**src/rtl/chunked_ripple_adder.sv**
```systemverilog
// Multi-cycle ripple add/sub, CHUNK bits per clock, valid/ready on both sides.
// Optional signed-overflow output enabled by CHUNKED_ADDER_OVF_EN.
module chunked_ripple_adder #(
  parameter int WIDTH = 16,
  parameter int CHUNK = 4
) (
  input  logic             clk,
  input  logic             rst_n,
  input  logic             in_valid,
  output logic             in_ready,
  input  logic [WIDTH-1:0] a,
  input  logic [WIDTH-1:0] b,
  input  logic             cin,
  input  logic             sub,
  output logic             out_valid,
  input  logic             out_ready,
  output logic [WIDTH-1:0] sum,
  output logic             cout
`ifdef CHUNKED_ADDER_OVF_EN
  ,
  output logic             ovf
`endif
);

  localparam int NCHUNK = WIDTH / CHUNK;
  localparam int KW = (NCHUNK > 1) ? $clog2(NCHUNK) : 1;

  localparam logic [1:0] S_IDLE = 2'd0;
  localparam logic [1:0] S_RUN  = 2'd1;
  localparam logic [1:0] S_DONE = 2'd2;

  logic [1:0]       state_q, state_d;
  logic [KW-1:0]    k_q, k_d;
  logic [WIDTH-1:0] a_q, a_d;
  logic [WIDTH-1:0] b_q, b_d;
  logic             carry_q, carry_d;
  logic [WIDTH-1:0] sum_q, sum_d;
  logic             cout_q, cout_d;
  logic             ovf_q, ovf_d;
  logic [CHUNK:0]   chunk_w;

  // One chunk of the ripple: the carry between chunks lives in carry_q.
  assign chunk_w = {1'b0, a_q[k_q*CHUNK +: CHUNK]}
                 + {1'b0, b_q[k_q*CHUNK +: CHUNK]}
                 + {{CHUNK{1'b0}}, carry_q};

  always_comb begin
    state_d = state_q;
    k_d     = k_q;
    a_d     = a_q;
    b_d     = b_q;
    carry_d = carry_q;
    sum_d   = sum_q;
    cout_d  = cout_q;
    ovf_d   = ovf_q;
    unique case (1'b1)
      (state_q == S_IDLE): begin
        if (in_valid) begin
          a_d     = a;
          b_d     = sub ? ~b : b;
          carry_d = cin ^ sub;
          sum_d   = '0;
          k_d     = '0;
          state_d = S_RUN;
        end
      end
      (state_q == S_RUN): begin
        sum_d[k_q*CHUNK +: CHUNK] = chunk_w[CHUNK-1:0];
        carry_d = chunk_w[CHUNK];
        k_d     = k_q + 1'b1;
        if (k_q == KW'(NCHUNK - 1)) begin
          cout_d  = chunk_w[CHUNK];
          // Same-sign operands giving a different-sign result.
          ovf_d   = (a_q[WIDTH-1] == b_q[WIDTH-1])
                 && (chunk_w[CHUNK-1] != a_q[WIDTH-1]);
          state_d = S_DONE;
        end
      end
      (state_q == S_DONE): begin
        if (out_ready) state_d = S_IDLE;
      end
      default: state_d = S_IDLE;
    endcase
  end

  always_ff @(posedge clk) begin
    if (!rst_n) begin
      state_q <= S_IDLE;
      k_q     <= '0;
      a_q     <= '0;
      b_q     <= '0;
      carry_q <= 1'b0;
      sum_q   <= '0;
      cout_q  <= 1'b0;
      ovf_q   <= 1'b0;
    end else begin
      state_q <= state_d;
      k_q     <= k_d;
      a_q     <= a_d;
      b_q     <= b_d;
      carry_q <= carry_d;
      sum_q   <= sum_d;
      cout_q  <= cout_d;
      ovf_q   <= ovf_d;
    end
  end

  assign in_ready  = (state_q == S_IDLE);
  assign out_valid = (state_q == S_DONE);
  assign sum       = sum_q;
  assign cout      = cout_q;

`ifdef CHUNKED_ADDER_OVF_EN
  assign ovf = ovf_q;
`else
  logic unused_ovf;
  assign unused_ovf = ovf_q ^ ovf_d;
`endif

endmodule
```
**config.mk**
```make
export PLATFORM = sky130hd
export DESIGN_NAME = chunked_ripple_adder
export DESIGN_NICKNAME = d
export VERILOG_FILES = /design/src/rtl/chunked_ripple_adder.sv
export SDC_FILE = /design/constraint.sdc
export NUM_CORES = 1
export LEC_CHECK = 0
export CAP_MARGIN = 5
export CORE_MARGIN = 2
export CORE_UTILIZATION = 52
export CTS_BUF_LIST = sky130_fd_sc_hd__clkbuf_8
export CTS_CLUSTER_DIAMETER = 100
export DETAILED_ROUTE_END_ITERATION = 10
export PLACE_DENSITY = 0.82
export SLEW_MARGIN = 20
export SYNTH_ARGS = -nofsm -noshare
export SYNTH_HDL_FRONTEND = slang
export SYNTH_SLANG_ARGS = --single-unit
export TNS_END_PERCENT = 50
```
**constraint.sdc**
```tcl
create_clock -name clk -period 3.3 [get_ports clk]
set_input_delay 0.825 -clock clk [delete_from_list [all_inputs] [get_ports clk]]
set_output_delay 0.825 -clock clk [all_outputs]
set_load 0.02 [all_outputs]
```
==> metrics.md, run 1 <==
| Metric | Value |
|---|---|
| Antenna violations before repair | `0` |
| Fin. max-slew vios | `0` |
| Total grt overflow | `0` |
| Ys Warns | `0` |
| WL met3 | `267 um` |
| Max-cap violations | `0` |
| Port-buffer cells | `56` |
| Final WL | `5580 um` |
| Post-Syn Area | `2650 sq um` |
| Startpoint Class | `flop` |
| Area share of the largest cell type after synthesis | `40.8%` |
| Core area | `4820 sq um` |
| Highest Signal Layer | `met4` |
| Fillers | `393` |
| Mapped Cells | `264` |
| EDFF count, synth | `0` |
| Fin Clk Skew | `15.9 ps` |
| Asr flop ratio synth | `0%` |
| Top FF cell, synth | `dfxtp_1` |
| Top achievable clock speed | `376 MHz` |
| Dominant cell by count in the synthesized netlist | `nand2_1` |
| Arr. time, crit path | `2870 ps` |
| Final ANT Viol Nets | `0` |
| Register area | `1080 sq um` |
| Initial Utilization | `55.0%` |
| Sink Count | `54` |
| Worst skew pair latency | `320 ps` |
| Pre-CTS WS | `633 ps` |
| Type of the worst setup path | `reg -> reg` |
| Placer Congestion | `0.783` |
| CTS tree | `built` |
| Data required, critical path | `3510 ps` |
| HP Class | `reg -> reg` |
| Multi-input gate area | `1480 sq um` |
| Die width | `75.4 um` |
| RSZ-0062 raised after global routing | `no` |
| Ant diodes | `0` |
| Vias in the first global route | `2,047` |
| Placed Area | `3260 sq um` |
| Status | `complete, no violations` |
| Gr usage total | `22.1%` |
| Crit path top cell by count | `fa_1` |
| Post-CTS setup buffer count | `0` |
| Slew Limit Headroom | `64.8%` |
| First-pass GRT wire length | `9460 um` |
| Final worst setup slack | `641 ps` |
| Final setup viols | `0` |
| CTS-repair resized insts | `0` |
| Final Cell Area | `3360 sq um` |
| Routed met1 length | `2400 um` |
| H-tree levels | `2` |
| CP delay by family, top | `adder cells` |
| CTS buffer count | `5` |
| Layout cells sized above 1 | `8.86%` |
| Fin cells | `383` |
| Sequence of cells on the critical path | `mux4_2 -> fa_1 -> fa_1 -> a21o_1 -> a21oi_1 -> o21ai_0 -> and2_1` |
| WL/cell | `14.6 um` |
| IO Count | `57` |
| Worst-margin pin slew | `527 ps` |
| Final Hold Fails | `0` |
| Cell row count | `25` |
| Leak | `1.40 nW` |
| Die Area | `5680 sq um` |
| Syn avg cell area | `10.0 sq um` |
| Commonest cells post-synth | `55 x nand2_1, 54 x dfxtp_1, 19 x nor2b_1, 17 x a21boi_0, 17 x o211a_1` |
| First-pass detailed-route iteration total | `4` |
| Clock Path Buffers | `2` |
| Nets@finish | `362` |
| Met2 wire length | `2780 um` |
| Synthesized Nets | `311` |
| Final setup TNS | `0 ps` |
| Worst VDD drop | `0.000267 V` |
| Worst Path Max Fanout | `7` |
| Vias/cell | `5.45` |
| Root buffer cell | `clkbuf_8` |
| Hold Slack | `473 ps` |
| # DRC | `0` |
| Die height | `75.4 um` |
| CP max-delay cell | `mux4_2` |
| Inst Count DP | `375` |
| Area Growth Syn to Fin | `26.6%` |
| Sequential share of the synthesized area | `40.8%` |
| Tcrit/Tclk final | `80.6%` |
| Synthesis-stage register bit count | `54` |
| Hold buffers post-CTS | `0` |
| Clock-pin slew on the worst setup and hold paths | `90 ps` |
| Post-synth top area cell | `dfxtp_1` |
| Worst path max stage delay | `570 ps` |
| Initial DRC count | `116` |
| Buffers & Inverters on Critical Path | `0` |
| Worst setup EP type | `flop` |
| Synth area leaders | `dfxtp_1 41%, nand2_1 7.8%, mux4_2 6.8%` |
| Pin count of the biggest net entering global routing | `55` |
| PwrDens | `405 nW/um^2` |
| Tmin final | `2660 ps` |
| Vias | `2,088` |
| Detail Placement HPWL | `4030 um` |
| Unique masters post-synth | `31` |
## cell families (layout without fill, tap and decap cells)
logic type	after synthesis	count (layout)	synth area share, %
DFF	54	54	40.8
and+or+nand+nor	89	89	18.6
xor gates and xnor gates	18	18	5.95
adders and majority gates	9	9	4.82
muxes	8	8	6.80
buffers and inverters	22	74	3.64
AOI/OAI and AO/OA	64	64	19.5
## sequential cells by signal, summed over array words and instances (netlist names)
signal and cells:
k_q 2, cout 1, state_q 2, carry_q 1, sum 16, a_q 16, b_q 16
## routing by layer
layer / vias up / track usage (%)
met2: 63 / 37.1
met1: 983 / 28.4
met3: 14 / 3.84
met5: - / 0
li1: 1028 / -
met4: 0 / 8.77
## cell usage in the layout, fill, tap and decap left out
cell and instances:
clkbuf_8 6, nor4b_4 2, nor2_1 3, nand3b_4 1, clkdlybuf4s50_1 56, a21oi_1 3
xor2_1 2, xnor2_1 16, a21o_1 5, o21ai_0 2, a211oi_1 1, clkinv_2 1
a32oi_1 4, nor2b_1 19, and3b_1 2, nand2b_1 2, buf_4 6, a21boi_0 17
o211a_1 17, nand2_1 55, ha_1 7, a22oi_1 13, inv_2 1, and2_1 1
o21bai_1 2, nor3b_4 1, or3b_1 1, dfxtp_1 54, nor4b_2 2, fa_1 2
inv_1 4, mux4_2 8
## power breakdown
group | switching, mW | leakage [nW] | internal [mW]
logic | 0.128 | 0.903 | 0.140
clock network | 0.210 | 0.0524 | 0.167
registers | 0.0260 | 0.442 | 0.687
## stage by stage
stage                     total power, mW  util (%)
after floorplan                     0.896         -
after global placement              0.987      67.8
after detailed placement            0.995      67.8
after CTS                            1.36      69.7
after global routing                 1.42      69.7
final                                1.36      69.7
## worst min-delay path: cells and delay by family, from the launching register on
kind            cells  cell delay (ps)
simple gates        1               50
compound gates      1               60
flops               1              320
## area by class of cell
type	count	area share [%]
Clock buffer	6	2.46
Clock inverter	2	0.261
Inverter	4	0.447
Multi-Input combinational cell	188	44.1
Sequential cell	54	32.2
Tap cell	67	2.50
Timing Repair Buffer	62	18.0
## path summary, 6_finish.rpt
kind,from,endpoint,slack [ps],cells after the start
min reg2reg,a_q[5]$_SDFFE_PN0P_,a_q[5]$_SDFFE_PN0P_,470,2
max reg2reg,k_q[0]$_SDFFE_PN0P_,carry_q$_SDFFE_PN0P_,640,7
min,a_q[5]$_SDFFE_PN0P_,a_q[5]$_SDFFE_PN0P_,470,2
max,k_q[0]$_SDFFE_PN0P_,carry_q$_SDFFE_PN0P_,640,7
Note: power is estimated with default switching activity, not from simulation.
==> run 2, diff against run 1 <==
Clock period 3.3 ns to 2.5 ns, I/O delays scaled along.
==> run 2 against run 1 <==
  * Design area is 1.3% higher
  * Register-to-register slack worse by 560 ps
  * Largest power group unchanged
  * Clock skew is 10 ps lower
  * Core utilization is 0.94 points higher
  * Sequential cell count stayed put
  * First-iteration DRC count is 3.4% lower
==> metrics.md, run 2 (same netlist as run 1, synthesis figures left out) <==
| Metric | Value |
|---|---|
| Initial DRC count | `112 (was 116)` |
| Sink Count | `54 (unchanged)` |
| Vias | `2,072 (was 2,088)` |
| Fillers | `392 (was 393)` |
| Pin count of the biggest net entering global routing | `55 (unchanged)` |
| Ant diodes | `0 (unchanged)` |
| Vias/cell | `5.37 (was 5.45)` |
| Top achievable clock speed | `414 MHz (was 376 MHz)` |
| Post-layout util | `70.6% (was 69.7%)` |
| Leak | `1.42 nW (was 1.40 nW)` |
| IO Count | `57 (unchanged)` |
| Final WL | `5610 um (was 5580 um)` |
| H-tree levels | `2 (unchanged)` |
| PwrDens | `531 nW/um^2 (was 405 nW/um^2)` |
| WL/cell | `14.5 um (was 14.6 um)` |
| Placer Congestion | `0.804 (was 0.783)` |
| # DRC | `0 (unchanged)` |
| Antenna violations before repair | `0 (unchanged)` |
| Layout cells sized above 1 | `10.7% (was 8.86%)` |
| CTS tree | `built (unchanged)` |
| Pre-CTS WS | `104 ps (was 633 ps)` |
| Initial Utilization | `55.0% (unchanged)` |
| Worst VDD drop | `0.000269 V (was 0.000267 V)` |
| Post-CTS setup buffer count | `0 (unchanged)` |
| Tcrit/Tclk final | `96.7% (was 80.6%)` |
| Final Hold Fails | `0 (unchanged)` |
| Startpoint Class | `flop (unchanged)` |
| Max-cap violations | `0 (unchanged)` |
| Final Cell Area | `3400 sq um (was 3360 sq um)` |
| Fin. max-slew vios | `0 (unchanged)` |
| Core area | `4820 sq um (unchanged)` |
| Commonest non-fill, non-tap cell in the layout | `clkdlybuf4s50_1 (unchanged)` |
| CTS-repair resized insts | `0 (unchanged)` |
| Worst setup EP type | `flop (unchanged)` |
| Final setup TNS | `0 ps (unchanged)` |
| Slew Limit Headroom | `64.9% (was 64.8%)` |
| Hold buffers post-CTS | `0 (unchanged)` |
| Final ANT Viol Nets | `0 (unchanged)` |
| Die height | `75.4 um (unchanged)` |
| Die width | `75.4 um (unchanged)` |
| Gr usage total | `22.3% (was 22.1%)` |
| Vias in the first global route | `2,030 (was 2,047)` |
| Nets@finish | `365 (was 362)` |
| Worst Path Max Fanout | `4 (was 7)` |
| Clock-pin slew on the worst setup and hold paths | `90 ps (about the same)` |
| Final worst setup slack | `82.2 ps (was 641 ps)` |
| Fin Clk Skew | `5.65 ps (was 15.9 ps)` |
| Port-buffer cells | `56 (unchanged)` |
| Commonest non-fill, non-tap cells in the layout | `56 x clkdlybuf4s50_1, 55 x nand2_1, 53 x dfxtp_1 (was 56 x clkdlybuf4s50_1, 55 x nand2_1, 54 x dfxtp_1)` |
| Area Growth Syn to Fin | `28.3% (was 26.6%)` |
| Type of the worst setup path | `reg -> reg (unchanged)` |
| CTS buffer count | `5 (unchanged)` |
| First-pass detailed-route iteration total | `4 (unchanged)` |
| Total grt overflow | `0 (unchanged)` |
| Data required, critical path | `2750 ps (was 3510 ps)` |
| Worst-margin pin slew | `525 ps (was 527 ps)` |
| First-pass GRT wire length | `9650 um (was 9460 um)` |
| Die Area | `5680 sq um (unchanged)` |
| Tmin final | `2420 ps (was 2660 ps)` |
| HP Class | `reg -> reg (unchanged)` |
| Arr. time, crit path | `2670 ps (was 2870 ps)` |
| Status | `complete, no violations (unchanged)` |
| Final setup viols | `0 (unchanged)` |
| Placed Area | `3310 sq um (was 3260 sq um)` |
| Root buffer cell | `clkbuf_8 (unchanged)` |
| Detail Placement HPWL | `4170 um (was 4030 um)` |
| RSZ-0062 raised after global routing | `yes (was no)` |
| Clock Path Buffers | `2 (unchanged)` |
| Tot Pwr | `1.80 mW (was 1.36 mW)` |
| Cell row count | `25 (unchanged)` |
| Worst skew pair latency | `310 ps (was 320 ps)` |
[run 2: cell count changes in the layout (fill, tap and decap cells not counted)]
| cell | before | now |
|---|---|---|
| buf_4 | 6 | 8 |
| a21oi_1 | 3 | 2 |
| a21oi_2 | 0 | 1 |
| buf_12 | 0 | 1 |
| dfxtp_1 | 54 | 53 |
| dfxtp_4 | 0 | 1 |
| fa_1 | 2 | 1 |
| fa_2 | 0 | 1 |
[run 2: power breakdown]
| part | total [mW] | internal, mW | switching, mW | leakage [nW] |
|---|---|---|---|---|
| Clock | 0.500 | 0.220 | 0.280 | 0.0524 |
| Sequential | 0.935 | 0.907 | 0.0282 | 0.443 |
| Combinational | 0.369 | 0.192 | 0.177 | 0.922 |
[run 2: critical path, stage by stage, from the launching register on]
cell and delay [ps]:
dfxtp_4 380, mux4_2 510, fa_2 390, fa_1 410, xor2_1 390, a22oi_1 160, nor2b_1 120
[run 2: cell type report]
type                    count  area (sq um)  area share (%)
clock inverters             2          8.76           0.258
inverters                   4          15.0           0.442
repair buffers             65           641            18.8
well taps                  67          83.8            2.47
clock buffers               6          82.6            2.43
multi-input cells         188          1490            43.7
flip-flops and latches     54          1080            31.9
[run 2: through the flow]
stage          hold slack [ps]  instances
6_report                   468        386
5_1_grt                    498        386
4_1_cts                    473        386
3_5_place_dp               460        378
3_3_place_gp               451        378
2_1_floorplan              440        264
[run 2: layer usage]
layer,track usage [%],wire length (um),up-vias
li1,-,-,1030
met1,27.9,2460,979
met2,37.8,2790,52
met3,5.16,249,11
met4,7.99,110,0
met5,0,0,-
[run 2: path summary, 6_finish.rpt]
path         depth (start not counted)             endpoint  slack (ps)                start
max                                  6  sum[6]$_SDFFE_PN0P_          80  k_q[0]$_SDFFE_PN0P_
max reg2reg                          6  sum[6]$_SDFFE_PN0P_          80  k_q[0]$_SDFFE_PN0P_
min                                  2  a_q[3]$_SDFFE_PN0P_         470  a_q[3]$_SDFFE_PN0P_
min reg2reg                          2  a_q[3]$_SDFFE_PN0P_         470  a_q[3]$_SDFFE_PN0P_
